===== config.mk =====
export PLATFORM = sky130hd
export DESIGN_NAME = prod_byte_unloader_flat
export DESIGN_NICKNAME = d
export VERILOG_FILES = /design/src/rtl/prod_byte_unloader_if.sv /design/src/rtl/prod_byte_unloader.sv /design/src/flat_wrapper.sv
export SDC_FILE = /design/constraint.sdc
export NUM_CORES = 1
export LEC_CHECK = 0
export ABC_AREA = 1
export ABC_CLOCK_PERIOD_IN_PS = 1300
export BUFFER_PORTS_ARGS = -buffer_cell sky130_fd_sc_hd__buf_2
export CAP_MARGIN = 20
export CORE_ASPECT_RATIO = 1.2
export CORE_MARGIN = 2
export CORE_UTILIZATION = 49
export DETAILED_ROUTE_END_ITERATION = 6
export HOLD_SLACK_MARGIN = 0.08
export PLACE_DENSITY_LB_ADDON = 0.05
export SLEW_MARGIN = 25
export SYNTH_ARGS = -nofsm -noshare
export SYNTH_HDL_FRONTEND = slang
export SYNTH_SLANG_ARGS = --single-unit

===== constraint.sdc =====
create_clock -name clk -period 1.3 [get_ports clk]
set_input_delay 0.13 -clock clk [delete_from_list [all_inputs] [get_ports clk]]
set_output_delay 0.13 -clock clk [all_outputs]
set_load 0.02 [all_outputs]

===== src/rtl/prod_byte_unloader_if.sv =====
// Product-in / byte-out handshake bundle for the product byte unloader.
interface prod_byte_unloader_if #(
    parameter int unsigned DATA_W = 16,
    parameter int unsigned BYTE_W = 8
);
    logic [DATA_W-1:0] datain;
    logic              load;
    logic              load_rdy;
    logic [BYTE_W-1:0] dout;
    logic              dout_valid;
    logic              dout_ready;
    logic              dout_last;
    logic              busy;

    // Producer/consumer side (multiplier + byte sink)
    modport master (
        output datain, load, dout_ready,
        input  load_rdy, dout, dout_valid, dout_last, busy
    );

    // Unloader side
    modport slave (
        input  datain, load, dout_ready,
        output load_rdy, dout, dout_valid, dout_last, busy
    );
endinterface


===== src/rtl/prod_byte_unloader.sv =====
// Unloads multiplier products as a byte stream, with a one-word holding
// buffer so the next product can be deposited while the current one drains.
module prod_byte_unloader #(
    parameter int unsigned DATA_W    = 16,
    parameter int unsigned BYTE_W    = 8,
    parameter bit          MSB_FIRST = 1'b0
) (
    input  logic                 clk,
    input  logic                 sclr_n,
    input  logic                 clk_ena,
    prod_byte_unloader_if.slave  bus
);
    localparam int unsigned NBYTES = DATA_W / BYTE_W;
    localparam int unsigned CNT_W  = (NBYTES > 1) ? $clog2(NBYTES) : 1;
    localparam logic [CNT_W-1:0] LAST_CNT = CNT_W'(NBYTES - 1);

    localparam logic [0:0] ST_IDLE = 1'b0;
    localparam logic [0:0] ST_SEND = 1'b1;

    logic [0:0]        state_q, state_d;
    logic [DATA_W-1:0] hold_q, hold_d;
    logic              hold_full_q, hold_full_d;
    logic [DATA_W-1:0] shift_q, shift_d;
    logic [CNT_W-1:0]  cnt_q, cnt_d;
    logic [BYTE_W-1:0] dout_q, dout_d;
    logic              dout_valid_q, dout_valid_d;
    logic              dout_last_q, dout_last_d;

    logic              load_xfer;
    logic              beat_done;
    logic              reload;
    logic [DATA_W-1:0] reload_word;

    // Byte presented first from a word, depending on beat order
    function automatic logic [BYTE_W-1:0] head(input logic [DATA_W-1:0] w);
        if (MSB_FIRST) return w[DATA_W-1 -: BYTE_W];
        else           return w[BYTE_W-1:0];
    endfunction

    // Word with its head byte removed
    function automatic logic [DATA_W-1:0] advance(input logic [DATA_W-1:0] w);
        if (MSB_FIRST) return w << BYTE_W;
        else           return w >> BYTE_W;
    endfunction

    // Handshake qualifiers; clk_ena gates both interfaces
    always_comb begin
        load_xfer = bus.load & ~hold_full_q & clk_ena;
        beat_done = dout_valid_q & bus.dout_ready & clk_ena;
    end

    // Next-state: shift-register reload, beat advance and hold buffer fill
    always_comb begin
        state_d      = state_q;
        hold_d       = hold_q;
        hold_full_d  = hold_full_q;
        shift_d      = shift_q;
        cnt_d        = cnt_q;
        dout_d       = dout_q;
        dout_valid_d = dout_valid_q;
        dout_last_d  = dout_last_q;
        reload       = 1'b0;
        reload_word  = bus.datain;

        if (clk_ena) begin
            case (state_q)
                ST_IDLE: begin
                    if (load_xfer) begin
                        reload      = 1'b1;
                        reload_word = bus.datain;
                    end
                end
                ST_SEND: begin
                    if (beat_done) begin
                        if (dout_last_q) begin
                            if (hold_full_q) begin
                                reload      = 1'b1;
                                reload_word = hold_q;
                                hold_full_d = 1'b0;
                            end else if (load_xfer) begin
                                reload      = 1'b1;
                                reload_word = bus.datain;
                            end else begin
                                dout_valid_d = 1'b0;
                                dout_last_d  = 1'b0;
                                cnt_d        = '0;
                                state_d      = ST_IDLE;
                            end
                        end else begin
                            dout_d      = head(shift_q);
                            shift_d     = advance(shift_q);
                            cnt_d       = CNT_W'(cnt_q + 1'b1);
                            dout_last_d = (CNT_W'(cnt_q + 1'b1) == LAST_CNT);
                        end
                    end
                    // A load not consumed by a direct reload parks in the hold buffer
                    if (load_xfer && !reload) begin
                        hold_d      = bus.datain;
                        hold_full_d = 1'b1;
                    end
                end
                default: state_d = ST_IDLE;
            endcase

            if (reload) begin
                dout_d       = head(reload_word);
                shift_d      = advance(reload_word);
                cnt_d        = '0;
                dout_valid_d = 1'b1;
                dout_last_d  = (NBYTES == 1);
                state_d      = ST_SEND;
            end
        end
    end

    // State registers with synchronous active-low clear
    always_ff @(posedge clk) begin
        if (!sclr_n) begin
            state_q      <= ST_IDLE;
            hold_q       <= '0;
            hold_full_q  <= 1'b0;
            shift_q      <= '0;
            cnt_q        <= '0;
            dout_q       <= '0;
            dout_valid_q <= 1'b0;
            dout_last_q  <= 1'b0;
        end else begin
            state_q      <= state_d;
            hold_q       <= hold_d;
            hold_full_q  <= hold_full_d;
            shift_q      <= shift_d;
            cnt_q        <= cnt_d;
            dout_q       <= dout_d;
            dout_valid_q <= dout_valid_d;
            dout_last_q  <= dout_last_d;
        end
    end

    assign bus.load_rdy   = ~hold_full_q;
    assign bus.dout       = dout_q;
    assign bus.dout_valid = dout_valid_q;
    assign bus.dout_last  = dout_last_q;
    assign bus.busy       = dout_valid_q | hold_full_q;

endmodule


===== src/flat_wrapper.sv =====
// flat-port wrapper written by rule: the top's interface ports become plain ports
module prod_byte_unloader_flat 
#(
    parameter int unsigned DATA_W    = 16,
    parameter int unsigned BYTE_W    = 8,
    parameter bit          MSB_FIRST = 1'b0
)
  (clk, sclr_n, clk_ena, bus_datain, bus_load, bus_dout_ready, bus_load_rdy, bus_dout, bus_dout_valid, bus_dout_last, bus_busy);
  prod_byte_unloader_if #(.DATA_W(DATA_W), .BYTE_W(BYTE_W)) bus_i ();
  input  logic clk;
  input  logic sclr_n;
  input  logic clk_ena;
  input wire logic [$bits(bus_i.datain)-1:0] bus_datain;
  input wire logic [$bits(bus_i.load)-1:0] bus_load;
  input wire logic [$bits(bus_i.dout_ready)-1:0] bus_dout_ready;
  output wire logic [$bits(bus_i.load_rdy)-1:0] bus_load_rdy;
  output wire logic [$bits(bus_i.dout)-1:0] bus_dout;
  output wire logic [$bits(bus_i.dout_valid)-1:0] bus_dout_valid;
  output wire logic [$bits(bus_i.dout_last)-1:0] bus_dout_last;
  output wire logic [$bits(bus_i.busy)-1:0] bus_busy;
  assign bus_i.datain = bus_datain;
  assign bus_i.load = bus_load;
  assign bus_i.dout_ready = bus_dout_ready;
  assign bus_load_rdy = bus_i.load_rdy;
  assign bus_dout = bus_i.dout;
  assign bus_dout_valid = bus_i.dout_valid;
  assign bus_dout_last = bus_i.dout_last;
  assign bus_busy = bus_i.busy;
  prod_byte_unloader #(.DATA_W(DATA_W), .BYTE_W(BYTE_W), .MSB_FIRST(MSB_FIRST)) u_core (.clk(clk), .sclr_n(sclr_n), .clk_ena(clk_ena), .bus(bus_i));
endmodule

# Yosys cells after proc, flatten, opt, wreduce, memory -nomap -nowiden
# Index checks and enable logic that the tools add are counted.
# Widths: inputs -> output; s select.
# totals
register_bits	45
in_bits	21
elab_cells	75
# op_classes
n_addsub	1
eq_ne	5
mux	41
bitwise	7
reduce_logical	13
# op_table
op	count
$mux 16	7
$mux 8	4
$pmux 16 s2	1
$mux 1	28
$reduce_bool 2->1	5
$reduce_and 4->1	2
$ne 2x2->1 const B	3
$ne 3x3->1 const B	2
$reduce_and 3->1	2
$reduce_and 6->1	1
$reduce_and 5->1	1
$and 1x1->1	4
$not 1->1	2
$pmux 1 s2	1
$add 1x1->1 const B	1
$logic_and 1x1->1	1
$logic_not 1->1	1
$or 1x1->1	1

# Longest topological paths before layout
# logic_depth
word_depth	13
ltp_mapped	10
mapped_depth_nobuf	10

# Worst setup path after synthesis
# No wires, ideal clock.
# synth_path
path_type	register -> register
startpoint	register u_core.dout_last_q, in the netlist u_core.bus.dout_last
endpoint	register u_core.shift_q[0]
setup_ns	0.132
t_arrival_ns	1.321
required_ns	1.168
path_slack_ns	-0.153
path_stages_with_launch	9
period_less_slack_ns	1.453
path_cell_list	dfxtp_1 inv_1 nor2_4 buf_6 nand3_4 inv_1 nand2_1 nand3_1 a21oi_1
# synth_via
elab_chain_cells	8
# synth_lines
item	line	text
from (decl)	prod_byte_unloader.sv:27	logic dout_last_q, dout_last_d;
from (signal assigned)	prod_byte_unloader.sv:135	dout_last_q <= dout_last_d;
$mux 1	prod_byte_unloader.sv:75	if (dout_last_q) begin
$mux 1	prod_byte_unloader.sv:74	if (beat_done) begin
$mux 1	prod_byte_unloader.sv:66	case (state_q)
$mux 1	prod_byte_unloader.sv:65	if (clk_ena) begin
$pmux 1 s2	prod_byte_unloader.sv:66	
$mux 1	prod_byte_unloader.sv:65	
$ne 2x2->1 (no source line) or $reduce_bool 2->1 (tied branches)	-	
$reduce_and 4->1 (no source line)	-	
to (signal assigned)	prod_byte_unloader.sv:131	shift_q <= shift_d;
to (decl)	prod_byte_unloader.sv:23	logic [DATA_W-1:0] shift_q, shift_d;
# Several ways; a longest one is shown, not always the timed one. The select of a mux whose other input is x is not followed.
# A chain may end at the register's enable or synchronous reset.

# Worst setup path in the final report
# layout_path
startpoint	register u_core.dout_valid_q, in the netlist u_core.bus.dout_valid
endpoint	register u_core.dout_q[6], in the netlist u_core.bus.dout[6]
# layout_via
elab_chain_cells	9
# layout_lines
item	line	text
from (decl)	prod_byte_unloader.sv:26	logic dout_valid_q, dout_valid_d;
from (signal assigned)	prod_byte_unloader.sv:134	dout_valid_q <= dout_valid_d;
$and 1x1->1 (*) (2 in a row)	prod_byte_unloader.sv:49	beat_done = dout_valid_q & bus.dout_ready & clk_ena;
$mux 1	prod_byte_unloader.sv:74	
$mux 1	prod_byte_unloader.sv:66	
$mux 1	prod_byte_unloader.sv:65	
$pmux 1 s2	prod_byte_unloader.sv:66	
$mux 1	prod_byte_unloader.sv:65	
$ne 2x2->1 (no source line) or $reduce_bool 2->1 (tied branches)	-	
$reduce_and 4->1 (no source line)	-	
to (signal assigned)	prod_byte_unloader.sv:133	dout_q <= dout_d;
to (decl)	prod_byte_unloader.sv:25	logic [BYTE_W-1:0] dout_q, dout_d;
# Every way passes the cells marked *; elsewhere a longest branch is shown, timed or not. The select of a mux whose other input is x is not followed.

==> impl_metrics.csv <==
group,metric,value,unit
timing,drv_slew,0,
detailed_routing,drc_errors,0,
global_route,antenna_found_initial,0,
power,pwr-share-seq,49.2,%
detailed_routing,ant_nets,0,
setup_path,worst_path_largest_cell_delay,0.36,ns
finish,nNetsFinal,348,
cts,clock_latency,0.29,ns
cts,path_clk_slew,0.07,ns
cts,clock_path_buffers,2,
detailed_routing,wl,4640,um
yosys,seq_area_frac_synth,40.4,%
cts,cts_sinks,37,
setup_path,cp-start-kind,"register",
timing,rsz0062_at_grt,"yes",
power,irDropWorstVdd,0.000797,V
finish,final_cells,366,
setup_path,slowest_stage,"dfxtp_4",
power,intPower,1.77,mW
timing,fin_crit_sh,103,%
finish,final_layout_size_suffix_gt1_share,34.9,%
timing,fin_ws,-0.0448,ns
setup_path,required,1.53,ns
die,die-area,4250,um2
die,die_h,71.0,um
power,power,2.50,mW
setup_path,worstSetupStartpoint,"u_core.bus.dout_valid",
timing,period_needed,1.34,ns
min_path,worstHoldStart,"bus_datain[14]",
place,dpl-instance-area,2140,um2
yosys,synthTopCellsByCount,"62 x nand2_1, 59 x inv_1, 37 x dfxtp_1, 33 x a21oi_1, 27 x nand3_1",
place,port_buffers,32,
detailed_routing,vias,1888,
die,coreArea,3600,um2
yosys,synth_top_area_share,40.4,%
setup_path,crit_buf_inv,2,
setup_path,end_kind,"register",
yosys,async_flop_share,0,%
yosys,ys_warn_count,0,
place,hpwl,3080,um
yosys,synth-edff-count,0,
yosys,synthFlopType,"dfxtp_1",
setup_path,cp_top_family,"simple AND/OR/NAND/NOR gates",
min_path,hold_path.class,"input port to register",
place,gp_congestion,0.898,
detailed_routing,vias_per_cell,5.16,
setup_path,cp.arrival,1.57,ns
status,outcome,"finished, violations left",
status,violations,"negative setup slack",
timing,fin_setup_tns,-0.411,ns
cts,cts_hold_buf,0,
yosys,yosys.area.top_type,"dfxtp_1",
die,die_x,59.9,um
finish,design_area,2500,um2
cts,cts-buffers-inserted,5,
place,dpl.cell_count,352,
yosys,netlist_top_cells_area,"dfxtp_1 40%, nand2_1 13%, inv_1 12%",
global_route,grt_pass1_wl,6870,um
die,fp-row-count,24,
global_route,overflow,0,
timing,setup-violations-final,17,
yosys,netlist_area,1830,um2
power,power_frac_clock,30.1,%
power,power.switching,0.731,mW
timing,clock_skew,0.00665,ns
global_route,grt_usage,21.2,%
die,start_util,50.9,%
timing,fmax,744,MHz
setup_path,crit_chain,"nand3_4, nor2_4, nand3_2, nand2_4, buf_6, nand3_1, nand3_1, nand2_1, inv_1",
global_route,grt_pass1_vias,1631,
yosys,syn-mean-instance-area,6.67,um2
yosys,synth_seq_cells,37,
power,powerDensity,1000,nW/um2
finish,fin_util,69.5,%
setup_path,crit_top_cell,"nand3_1",
finish,antenna_cells,0,
timing,slew_headroom,76.6,%
yosys,synth_nets,296,
setup_path,cp_max_fo,6,
power,leakage,1.15,nW
yosys,syn_inst,275,
detailed_routing,wl_per_cell,12.7,um
power,swShare,29.2,%
die,pin_count,33,
global_route,grt_start_max_net_pins,34,
detailed_routing,drt_first_iter_violations,71,
timing,tightest_slew,0.347,ns
yosys,synth_cell_types,20,
setup_path,worstSetupPathType,"register to register",
power,pwr-share-comb,20.7,%
flow_run,maxCapViolations,0,
cts,cts_tree,"done",
finish,syn2layout_area_growth,36.6,%
timing,finalHoldViolations,0,
yosys,yosysMostFrequentCell,"nand2_1",
cts,clock_tree.root_cell,"clkbuf_8",
detailed_routing,drt-pass1-iter-count,4,
setup_path,reg2reg_from,"u_core.bus.dout_valid",
cts,h-tree-depth,2,
per-stage QoR:
stage                     hold slack, ns  setup slack (ns)
after floorplan                    0.323           0.00555
after global placement             0.422           -0.0492
after detailed placement           0.435           -0.0779
after CTS                          0.137           -0.0256
after global routing               0.152            -0.147
final                              0.127           -0.0448
routing by layer:
metal | vias to the layer above | track usage, % | part of all wire, %
li1 | 968 | - | -
met1 | 879 | 22.9 | 43
met2 | 34 | 38.4 | 53
met3 | 7 | 5.30 | 2.8
met4 | 0 | 7.65 | 1.4
met5 | - | 0 | 0
area by class of cell:
type                            count  area, um2
Fill cell                         332       1100
Multi-Input combinational cell    166        990
Timing Repair Buffer               57        410
Clock buffer                        6       72.6
Clock inverter                      1       5.00
Sequential cell                    37        751
Tap cell                           39       48.8
Inverter                           60        228
worst reg2reg max path: stages, from the launching register on:
cell and delay (ns):
dfxtp_4 0.36, nand3_4 0.08, nor2_4 0.21, nand3_2 0.12, nand2_4 0.11, buf_6 0.14
nand3_1 0.08, nand3_1 0.09, nand2_1 0.05, inv_1 0.05
logic make-up (layout without fill, tap and decap cells):
kind of cell	after synthesis	count (layout)	share of synthesized area [%]
AND/OR/NAND/NOR	111	112	28.0
AO/OA/AOI/OAI	54	54	14.9
buffers and inverters	73	124	16.6
flip-flops	37	37	40.4
layout by cell type, fill, tap and decap left out, drive strengths merged:
cell    count
nand2      64
inv        59
buf        56
dfxtp      37
a21oi      33
nand3      31
o21ai      19
nand4      10
nor2        7
clkbuf      7
clkinv      2
a31oi       1
a211oi      1
sequential cells by signal, indices dropped and copies added, names as in the netlist:
name,count
u_core.bus.dout,8
u_core.shift_q,8
u_core.bus.dout_valid,1
u_core.hold_full_q,1
u_core.bus.dout_last,1
u_core.hold_q,16
u_core.cnt_q,1
u_core.state_q,1
power groups by stage:
stage | Clock [mW] | Combinational (mW) | Sequential (mW)
2_1_floorplan | 0 | 0.239 | 1.29
3_5_place_dp | 0 | 0.444 | 1.26
3_3_place_gp | 0 | 0.441 | 1.25
6_report | 0.753 | 0.518 | 1.23
5_1_grt | 0.813 | 0.571 | 1.24
4_1_cts | 0.770 | 0.467 | 1.23
what timing repair did:
item	CTS	global route
buffers inserted	1	2
cloned	1	3
pin swaps	4	22
resized for setup	15	45
endpoints found under the setup margin	10	33
path summary, 6_finish.rpt:
path | end | slack (ns) | cells past startpoint
min | u_core.hold_q[14] | 0.13 | 3
max | u_core.bus.dout[6] | -0.04 | 9
min reg2reg | u_core.hold_q[11] | 0.45 | 2
max reg2reg | u_core.bus.dout[6] | -0.04 | 9
Power figures use the tool's default switching activity.
